[src/rtl/pcs_block_gen_multilane.sv]
// rtl/pcs_block_gen_multilane.sv - multi-lane 64b/66b Idle/Start/Data/Terminate traffic generator
//
// Purpose:
//   One packet FSM drives N_LANES 66b lanes in lockstep: an Idle gap, then
//   Start, i_pkt_len Data blocks and Terminate. Every lane has its own PRBS31
//   payload source and an optional self-synchronising x^58+x^39+1 scrambler.
//   The output is a registered beat with valid/ready handshaking.
//
// Ports:
//   clk, i_rst        clock, synchronous active-high reset
//   i_enable          run request; dropping it finishes the current packet and gap
//   i_pkt_len, i_ipg  Data blocks per packet, Idle blocks between packets (0 -> 1)
//   i_scr_en          scramble all 64 payload bits of every block
//   i_err_inject      pulse that arms one error on the next Data block
//   i_err_lane        lane that takes the error
//   i_err_hdr         1: header forced to 2'b00, 0: payload bit 0 inverted
//   i_ready           downstream accepts the current beat
//   o_blocks          lane k at [k*66 +: 66], header [1:0], payload [65:2]
//   o_valid           o_blocks holds a beat
//   o_busy            FSM is not stopped
//   o_pkt_cnt         accepted Terminate beats, wrapping

module pcs_block_gen_multilane #(
    parameter int          N_LANES   = 8,
    parameter int          NB_BLOCK  = 66,
    parameter int          NB_LEN    = 16,
    parameter int          NB_CNT    = 32,
    parameter logic [30:0] PRBS_SEED = 31'h7FFF_FFFF,
    parameter logic [57:0] SCR_SEED  = 58'h3FF_FFFF_FFFF_FFFF
) (
    input  logic                        clk,
    input  logic                        i_rst,
    input  logic                        i_enable,
    input  logic [NB_LEN-1:0]           i_pkt_len,
    input  logic [NB_LEN-1:0]           i_ipg,
    input  logic                        i_scr_en,
    input  logic                        i_err_inject,
    input  logic [$clog2(N_LANES)-1:0]  i_err_lane,
    input  logic                        i_err_hdr,
    input  logic                        i_ready,
    output logic [N_LANES*NB_BLOCK-1:0] o_blocks,
    output logic                        o_valid,
    output logic                        o_busy,
    output logic [NB_CNT-1:0]           o_pkt_cnt
);

    localparam int         LW       = $clog2(N_LANES);
    localparam logic [1:0] HDR_DATA = 2'b01;
    localparam logic [1:0] HDR_CTRL = 2'b10;

    typedef enum logic [2:0] {
        ST_STOP,
        ST_IDLE,
        ST_START,
        ST_DATA,
        ST_TERM
    } state_t;

    // The state names the kind of beat currently held in the output register.
    state_t                      state_q, state_d;
    logic [NB_LEN-1:0]           gap_q, gap_d;
    logic [NB_LEN-1:0]           len_q, len_d;
    logic [NB_CNT-1:0]           cnt_q, cnt_d;
    logic                        valid_q, valid_d;
    logic [N_LANES*NB_BLOCK-1:0] blocks_q, blocks_d;
    logic                        arm_q, arm_d;
    logic [LW-1:0]               err_lane_q, err_lane_d;
    logic                        err_hdr_q, err_hdr_d;
    logic [30:0]                 prbs_q [N_LANES];
    logic [30:0]                 prbs_d [N_LANES];
    logic [57:0]                 scr_q  [N_LANES];
    logic [57:0]                 scr_d  [N_LANES];

    logic                        accept;
    logic                        gen;
    state_t                      nxt;
    logic [NB_LEN-1:0]           ipg_eff;
    logic [63:0]                 word;
    logic [63:0]                 plain;
    logic [63:0]                 pay;
    logic [1:0]                  hdr;
    logic                        err_hit;

    // 64 serial PRBS31 bits; bit 0 is generated (and transmitted) first.
    function automatic logic [63:0] prbs_word(input logic [30:0] seed);
        logic [30:0] s;
        logic [63:0] w;
        logic        b;
        s = seed;
        w = '0;
        for (int i = 0; i < 64; i++) begin
            b    = s[30] ^ s[27];
            w[i] = b;
            s    = {s[29:0], b};
        end
        return w;
    endfunction

    function automatic logic [30:0] prbs_adv(input logic [30:0] seed);
        logic [30:0] s;
        logic        b;
        s = seed;
        for (int i = 0; i < 64; i++) begin
            b = s[30] ^ s[27];
            s = {s[29:0], b};
        end
        return s;
    endfunction

    // s[0] holds the most recent scrambled bit, s[57] the oldest.
    function automatic logic [63:0] scramble(input logic [57:0] seed, input logic [63:0] x);
        logic [57:0] s;
        logic [63:0] y;
        s = seed;
        y = '0;
        for (int i = 0; i < 64; i++) begin
            y[i] = x[i] ^ s[38] ^ s[57];
            s    = {s[56:0], y[i]};
        end
        return y;
    endfunction

    // After 64 bits the self-synchronising state is just the last 58 scrambled
    // bits, so it is recovered from the beat being accepted (y[63:6]). Bit 0 is
    // outside that window, which keeps an injected payload flip out of the state.
    function automatic logic [57:0] scr_after(input logic [57:0] y_hi);
        logic [57:0] s;
        for (int m = 0; m < 58; m++) begin
            s[m] = y_hi[57-m];
        end
        return s;
    endfunction

    always_comb begin
        state_d    = state_q;
        gap_d      = gap_q;
        len_d      = len_q;
        cnt_d      = cnt_q;
        valid_d    = valid_q;
        blocks_d   = blocks_q;
        arm_d      = arm_q;
        err_lane_d = err_lane_q;
        err_hdr_d  = err_hdr_q;
        gen        = 1'b0;
        nxt        = ST_IDLE;
        word       = '0;
        plain      = '0;
        pay        = '0;
        hdr        = HDR_CTRL;
        err_hit    = 1'b0;
        accept     = valid_q && i_ready;
        ipg_eff    = (i_ipg == '0) ? NB_LEN'(1) : i_ipg;

        // Sequence state moves on the accept edge, and the beat loaded on that
        // same edge is built from the advanced values.
        for (int k = 0; k < N_LANES; k++) begin
            prbs_d[k] = prbs_q[k];
            scr_d[k]  = scr_q[k];
            if (accept && (state_q == ST_START || state_q == ST_DATA)) begin
                prbs_d[k] = prbs_adv(prbs_q[k]);
            end
            if (accept && i_scr_en) begin
                scr_d[k] = scr_after(blocks_q[k*NB_BLOCK+8 +: 58]);
            end
        end

        case (state_q)
            ST_STOP: begin
                if (i_enable) begin
                    gen   = 1'b1;
                    nxt   = ST_IDLE;
                    gap_d = ipg_eff;
                end
            end
            ST_IDLE: begin
                if (accept) begin
                    gap_d = gap_q - NB_LEN'(1);
                    if (gap_q == NB_LEN'(1)) begin
                        if (i_enable) begin
                            gen   = 1'b1;
                            nxt   = ST_START;
                            len_d = i_pkt_len;
                        end else begin
                            state_d = ST_STOP;
                            valid_d = 1'b0;
                        end
                    end else begin
                        gen = 1'b1;
                        nxt = ST_IDLE;
                    end
                end
            end
            ST_START: begin
                if (accept) begin
                    gen = 1'b1;
                    nxt = (len_q == '0) ? ST_TERM : ST_DATA;
                end
            end
            ST_DATA: begin
                if (accept) begin
                    gen   = 1'b1;
                    len_d = len_q - NB_LEN'(1);
                    nxt   = (len_q == NB_LEN'(1)) ? ST_TERM : ST_DATA;
                end
            end
            ST_TERM: begin
                if (accept) begin
                    gen   = 1'b1;
                    nxt   = ST_IDLE;
                    cnt_d = cnt_q + NB_CNT'(1);
                    gap_d = ipg_eff;
                end
            end
            default: begin
                state_d = ST_STOP;
                valid_d = 1'b0;
            end
        endcase

        if (gen) begin
            state_d = nxt;
            valid_d = 1'b1;
            for (int k = 0; k < N_LANES; k++) begin
                word = prbs_word(prbs_d[k]);
                case (nxt)
                    ST_START: begin
                        plain = {word[55:0], 8'h78};
                        hdr   = HDR_CTRL;
                    end
                    ST_DATA: begin
                        plain = word;
                        hdr   = HDR_DATA;
                    end
                    ST_TERM: begin
                        plain = {56'h0, 8'h87};
                        hdr   = HDR_CTRL;
                    end
                    default: begin
                        plain = {56'h0, 8'h1E};
                        hdr   = HDR_CTRL;
                    end
                endcase
                pay     = i_scr_en ? scramble(scr_d[k], plain) : plain;
                err_hit = (nxt == ST_DATA) && arm_q && (err_lane_q == LW'(k));
                if (err_hit) begin
                    if (err_hdr_q) begin
                        hdr = 2'b00;
                    end else begin
                        pay[0] = ~pay[0];
                    end
                end
                blocks_d[k*NB_BLOCK +: NB_BLOCK] = {pay, hdr};
            end
        end

        // One error per arm; a pulse while armed is dropped.
        if (gen && nxt == ST_DATA && arm_q) begin
            arm_d = 1'b0;
        end else if (i_err_inject && !arm_q) begin
            arm_d      = 1'b1;
            err_lane_d = i_err_lane;
            err_hdr_d  = i_err_hdr;
        end
    end

    always_ff @(posedge clk) begin
        if (i_rst) begin
            state_q    <= ST_STOP;
            gap_q      <= '0;
            len_q      <= '0;
            cnt_q      <= '0;
            valid_q    <= 1'b0;
            blocks_q   <= '0;
            arm_q      <= 1'b0;
            err_lane_q <= '0;
            err_hdr_q  <= 1'b0;
            for (int k = 0; k < N_LANES; k++) begin
                prbs_q[k] <= PRBS_SEED ^ 31'(k);
                scr_q[k]  <= SCR_SEED;
            end
        end else begin
            state_q    <= state_d;
            gap_q      <= gap_d;
            len_q      <= len_d;
            cnt_q      <= cnt_d;
            valid_q    <= valid_d;
            blocks_q   <= blocks_d;
            arm_q      <= arm_d;
            err_lane_q <= err_lane_d;
            err_hdr_q  <= err_hdr_d;
            for (int k = 0; k < N_LANES; k++) begin
                prbs_q[k] <= prbs_d[k];
                scr_q[k]  <= scr_d[k];
            end
        end
    end

    assign o_blocks  = blocks_q;
    assign o_valid   = valid_q;
    assign o_busy    = (state_q != ST_STOP);
    assign o_pkt_cnt = cnt_q;

endmodule
[config.mk]
export PLATFORM = sky130hd
export DESIGN_NAME = pcs_block_gen_multilane
export DESIGN_NICKNAME = d
export VERILOG_FILES = /design/src/rtl/pcs_block_gen_multilane.sv
export SDC_FILE = /design/constraint.sdc
export NUM_CORES = 2
export LEC_CHECK = 0
export ABC_CLOCK_PERIOD_IN_PS = 3850
export BUFFER_PORTS_ARGS = -buffer_cell sky130_fd_sc_hd__buf_4
export CORE_MARGIN = 2
export CORE_UTILIZATION = 50
export DETAILED_ROUTE_END_ITERATION = 10
export MAX_ROUTING_LAYER = met4
export PLACE_DENSITY = 0.73
export SYNTH_ARGS = -nofsm -noshare
export SYNTH_HDL_FRONTEND = slang
export SYNTH_SLANG_ARGS = --single-unit
[constraint.sdc]
create_clock -name clk -period 3.85 [get_ports clk]
set_clock_uncertainty 0.1 [all_clocks]
set_input_delay 1.155 -clock clk [delete_from_list [all_inputs] [get_ports clk]]
set_output_delay 1.155 -clock clk [all_outputs]
set_load 0.1 [all_outputs]
# After elaboration in Yosys (flattened, before gate mapping)

Memory sizes are Yosys's and may differ from the RTL's.
Index checks and enable logic that the tools add are counted.

Bits in registers: 601
RAM bits: 712
Bits of input ports: 42
Output and inout bits: 562
Memories: 2

Add/subtract/negate cells: 3
Equality and inequality tests: 26
Mux-type cells: 118
Bitwise logic cells: 2073
Reduce and logical (&&, ||, !) cells: 32

Memory list:

| name   | depth | width | rd ports | clocked after Yosys merged registers in | write ports | line | RTL |
|---|---|---|---|---|---|---|---|
| scr_q  | 8     | 58    | 8        | 0                                       | 8           | 71   | `logic [57:0] scr_q [N_LANES];` |
| prbs_q | 8     | 31    | 8        | 0                                       | 8           | 69   | `logic [30:0] prbs_q [N_LANES];` |

Operators with widths:

| operator                                              | count |
|---|---|
| XOR 1 bit                                             | 2048 |
| case mux 64 bit (3 select lines)                      | 8 |
| two-way mux 64 bit                                    | 16 |
| two-way mux 58 bit                                    | 16 |
| two-way mux 31 bit                                    | 16 |
| two-way mux 16 bit                                    | 8 |
| case mux 16 bit (3 select lines)                      | 1 |
| adder 32 x 1 -> 32 bit (second input constant)        | 1 |
| equality test 16 x 1 -> 1 bit (second input constant) | 2 |
| zero test 16 bit                                      | 2 |
| case mux 16 bit (2 select lines)                      | 1 |
| subtractor 16 x 1 -> 16 bit (second input constant)   | 2 |
| two-way mux 3 bit                                     | 10 |
| two-way mux 1 bit                                     | 27 |
| two-way mux 2 bit                                     | 11 |
| equality test 3 x 2 -> 1 bit (second input constant)  | 6 |
| equality test 3 bit (second input constant)           | 6 |
| OR 1 bit                                              | 16 |
| logical AND 1 bit                                     | 15 |
| != test 2 bit (second input constant)                 | 6 |
| != test 3 bit (second input constant)                 | 3 |
| NOT 1 bit                                             | 9 |
| case mux 3 bit (3 select lines)                       | 1 |
| AND reduction 4 bit                                   | 2 |
| other kinds (15)                                      | 19 |

# Longest topological paths before layout

An unclocked memory read counts as a cell.

Word-level depth: 18
Depth in mapped cells: 15

# Worst setup path after synthesis

No wires, ideal clock.

Path kind: in2reg
From: in i_ready
To: reg blocks_q[431] (netlist: o_blocks[431])
Arrival: 3.364 ns
Slack: 0.316 ns
Stages: 14
Path buffers: 6
Cell sequence: buf_4 and4b_1 buf_6 buf_12 buf_8 buf_8 buf_6 mux2i_1 xnor2_1 nor2_1 a21oi_1 xor2_1 nand2_1 a21oi_1

Word-level cells in the longest chain between the ends: 10

Ends and longest elaborated chain:

| item                                                                     | line | RTL |
|---|---|---|
| start: declaration                                                       | 40   | `input logic i_ready,` |
| logical AND 1 bit (*)                                                    | 151  | `accept = valid_q && i_ready;` |
| branches (longest 9 deep; another with case mux 64 bit (3 select lines)) | --   |  |
| end signal: assignment                                                   | 287  | `blocks_q <= blocks_d;` |
| end: declaration                                                         | 65   | `logic [N_LANES*NB_BLOCK-1:0] blocks_q, blocks_d;` |

Mark *: on every way between the ends. The select of a mux whose other input is x is not followed.
A chain may end at the register's enable or synchronous reset.

# Worst setup path in the final report

From: reg len_q[4]
To: reg blocks_q[507] (netlist: o_blocks[507])

Word-level cells in the longest chain between the ends: 12

Ends and longest elaborated chain:

| item                                                                | line     | RTL |
|---|---|---|
| start: declaration                                                  | 62       | `logic [NB_LEN-1:0] len_q, len_d;` |
| start signal: assignment                                            | 284      | `len_q <= len_d;` |
| equality test 16 x 1 -> 1 bit or zero test 16 bit (tied branches)   | 203, 196 |  |
| two-way mux 3 bit (on tied branches)                                | 203, 196 |  |
| two-way mux 3 bit (on tied branches)                                | 200, 194 |  |
| case mux 3 bit (3 select lines) (*)                                 | 167      | `case (state_q)` |
| equality test 3 bit or equality test 3 x 2 -> 1 bit (tied branches) | 225      | `case (nxt)` |
| case mux 64 bit (3 select lines) (*)                                | 225      |  |
| two-way mux 64 bit (*)                                              | 220      | `if (gen) begin` |
| XOR 1 bit (4 in series)                                             | 117      | `y[i] = x[i] ^ s[38] ^ s[57];` |
| two-way mux 64 bit (*)                                              | 243      | `pay = i_scr_en ? scramble(scr_d[k], plain) : plain;` |

Every way passes the cells marked *; elsewhere a longest branch is shown, timed or not. The select of a mux whose other input is x is not followed.

==> impl_metrics.csv <==
group,metric,value,unit
placement,routabilityCongestion,1.02,
sta,hold-worst-slack,0.351,ns
global_routing,grt_pass1_wl,488,mm
sta,finalCritPeriodShare,0.958,
synthesis,syn_inst,10600,
critical_path,required,4.44,ns
clocking,hold_buffers,0,
critical_path,worstPathMaxFanout,9,
sta,worst_pin_slew,1.01,ns
sta,slew_violations,0,
flow_run,drv_cap,0,
drt,postRouteAntennaNets,0,
synthesis,synth_edf_count,0,
power,irDropWorstVdd,0.467,mV
clocking,clkLatencyLatePin,0.84,ns
synthesis,yosysSeqAreaShare,0.313,
placement,port_buffers,603,
global_routing,globalRouteTotalUtil,0.384,
status,status,"finished, final reports clean",
critical_path,slowest_stage,"o21ai_0",
global_routing,grt_max_degree,116,
clocking,cts_buffer_depth,3,
critical_path,path_cells,"nor4_2 > nand4_1 > buf_4 > o21ai_0 > nor3b_1 > nor3_1 > nand3b_1 > xor2_1 > o21ai_0",
critical_path,worstSetupStartpointType,"register",
layout,drive_gt1_frac,0.161,
floorplan,die_w,414,um
worst_hold_path,worstHoldEndpoint,"o_blocks[264]",
synthesis,avgSynthCellArea,7.92,sq um
drt,dr.pass1.iters,6,
placement,placed_cells,13200,
floorplan,rows,150,
sta,tns,0,ns
layout,mostFrequentLayoutCells,"nand2_1 (2,298), xnor2_1 (1,434), dfxtp_1 (1,313)",
critical_path,reg2regPathDepth,9,
synthesis,netlist_area,83900,sq um
drt,vias,80200,
clocking,htree_levels,4,
global_routing,antenna_found_initial,11,
drt,drt-wirelength-per-cell,24.6,um
floorplan,start_util,0.503,
clocking,ctsResizeCount,0,
sta,fmax,0.271,GHz
drt,avgViaCountPerCell,5.94,
critical_path,r2r_slack,0.16,ns
sta,rsz0062_at_grt,"no",
critical_path,reg2reg_to,"o_blocks[507]",
power,seqPwrFrac,0.386,
synthesis,synth.distinct_cells,93,
power,pwr-share-clk,0.389,
floorplan,die_h,414,um
synthesis,syn-num-nets,10600,
synthesis,yosysWarningCount,0,
floorplan,core,167000,sq um
placement,dp_slack,-0.0935,ns
worst_hold_path,hp-class,"reg -> reg",
synthesis,synthArstFlopShare,0,
power,p_leak,39.3,nW
synthesis,synth-main-ff-cell,"dfxtp_1",
critical_path,max_stage_delay,0.55,ns
sta,relSlewSlack,0.319,
floorplan,dieArea,171000,sq um
layout,final_common_cell,"nand2_1",
clocking,path_clk_slew,0.06,ns
critical_path,worst_path_most_repeated_cell,"o21ai_0",
critical_path,crit_path_end_kind,"register",
sta,hold_viol_final,0,
clocking,cts_setup_buffers,0,
clocking,cts_tree,"done",
layout,syn2layout_area_growth,18.0,%
power,comb_power_share,0.225,
worst_hold_path,hold_path_depth,2,
power,switching_share,0.343,
power,switching_power,13.5,mW
layout,post-route-cell-area,99100,sq um
clocking,numCtsBuffers,156,
sta,finalSetupViolations,0,
placement,dp_hpwl,242,mm
drt,wirelength,332,mm
power,p_int,25.9,mW
layout,finalNonFillerCells,13500,
critical_path,cp.arrival,4.28,ns
drt,drc,0,
critical_path,crit_type,"reg -> reg",
power,power_density,398,nW/um^2
drt,drt_iter0_drc,9613,
worst_hold_path,hold_start,"o_blocks[264]",
critical_path,r2r-start,"len_q[4]",
clocking,clockRootBuffer,"clkbuf_16",
placement,placed_cell_area,93800,sq um
clocking,cts.sinks,1313,
sta,min_period,3.69,ns
global_routing,grt_pass1_vias,75000,
layout,nets,11200,
floorplan,pin_count,604,
global_routing,grt-ovfl-total,0,
synthesis,synth-seq-cells,1313,
sta,setup_slack,0.162,ns
-- final cells by class --
cell class | instances | area, sq um
fill | 15000 | 68000
multi-input combinational | 8400 | 53900
sequential | 1313 | 26300
timing repair buffer | 1268 | 10800
clock buffer | 224 | 4560
tap | 2204 | 2760
clock inverter | 58 | 647
inverter | 26 | 105
antenna | 4 | 10.0
-- sequential cells by signal, indices dropped and copies added (netlist names) --
name / count
prbs_q: 248
o_pkt_cnt: 32
len_q: 16
arm_q: 1
o_blocks: 528
err_hdr_q: 1
scr_q: 464
err_lane_q: 3
o_valid: 1
gap_q: 16
state_q: 3
-- cell usage after synthesis, drive strengths merged (17+ instances only) --
master   count  area (sq um)
nand2     2301          8640
xnor2     1444         12700
dfxtp     1313         26300
xor2       838          7340
nand3      677          3390
a21oi      671          3400
clkbuf     560          2100
nor2       492          1860
mux2i      380          4250
o21ai      324          1630
buf        294          1660
o22ai      223          2100
o211ai     211          1580
nand2b     143           895
a22oi       92           691
a211oi      60           465
nor3        56           280
nand4       37           238
a211o       34           298
or3         34           213
o21a        31           233
nand3b      27           203
inv         25          93.8
and3        24           150
nor3b       22           165
o311ai      22           193
nor4        21           180
o2bb2ai     21           265
xnor3       19           428
xor3        19           452
a311o       17           170
-- worst max-delay path: cells and delay by family (launching register included) --
family                 cells  cell delay (ns)
AND/OR/NAND/NOR            5             1.80
XOR/XNOR                   1             0.26
flip-flops                 1             0.36
AO/OA/AOI/OAI              2             0.67
buffers and inverters      1             0.39
-- power groups by stage --
stage | Combinational [mW] | Sequential, mW | Clock, mW
floorplan | 4.01 | 17.7 | 0
global placement | 8.65 | 15.5 | 0
detailed placement | 8.73 | 15.5 | 0
CTS | 8.78 | 15.2 | 15.5
global route | 9.33 | 15.3 | 16.0
finish | 8.86 | 15.3 | 15.4
-- worst max path at each step --
| stage | from | to | slack (ns) | depth (start not counted) |
|---|---|---|---|---|
| 2_1_floorplan | i_ready | o_blocks[431] | 0.32 | 14 |
| 3_3_place_gp | i_ready | o_blocks[344] | -0.06 | 12 |
| 3_5_place_dp | i_ready | o_blocks[344] | -0.09 | 12 |
| 4_1_cts | len_q[4] | o_blocks[507] | 0.18 | 9 |
| 5_1_grt | len_q[8] | o_blocks[507] | 0.05 | 9 |
| 6_report | len_q[4] | o_blocks[507] | 0.16 | 9 |
-- stage by stage --
step	power [mW]	utilization
6_report	39.5	0.593
5_1_grt	40.6	0.593
3_3_place_gp	24.1	0.562
2_1_floorplan	21.7	-
4_1_cts	39.4	0.593
3_5_place_dp	24.2	0.562
-- kinds of logic after synthesis --
logic type | synth area share
muxes | 0.0517
xor gates and xnor gates | 0.249
AOI/OAI and AO/OA | 0.140
and+or+nand+nor | 0.199
buffers and inverters | 0.0459
DFF | 0.313
adders and majority gates | 0.000894
-- metal layers --
metal  global-route usage  routed length, um
met4                0.182              17300
met5                    -                  0
met3               0.0556              28500
met1                0.500             136000
met2                0.586             149000
No activity file was read; power rests on OpenSTA's default activity.
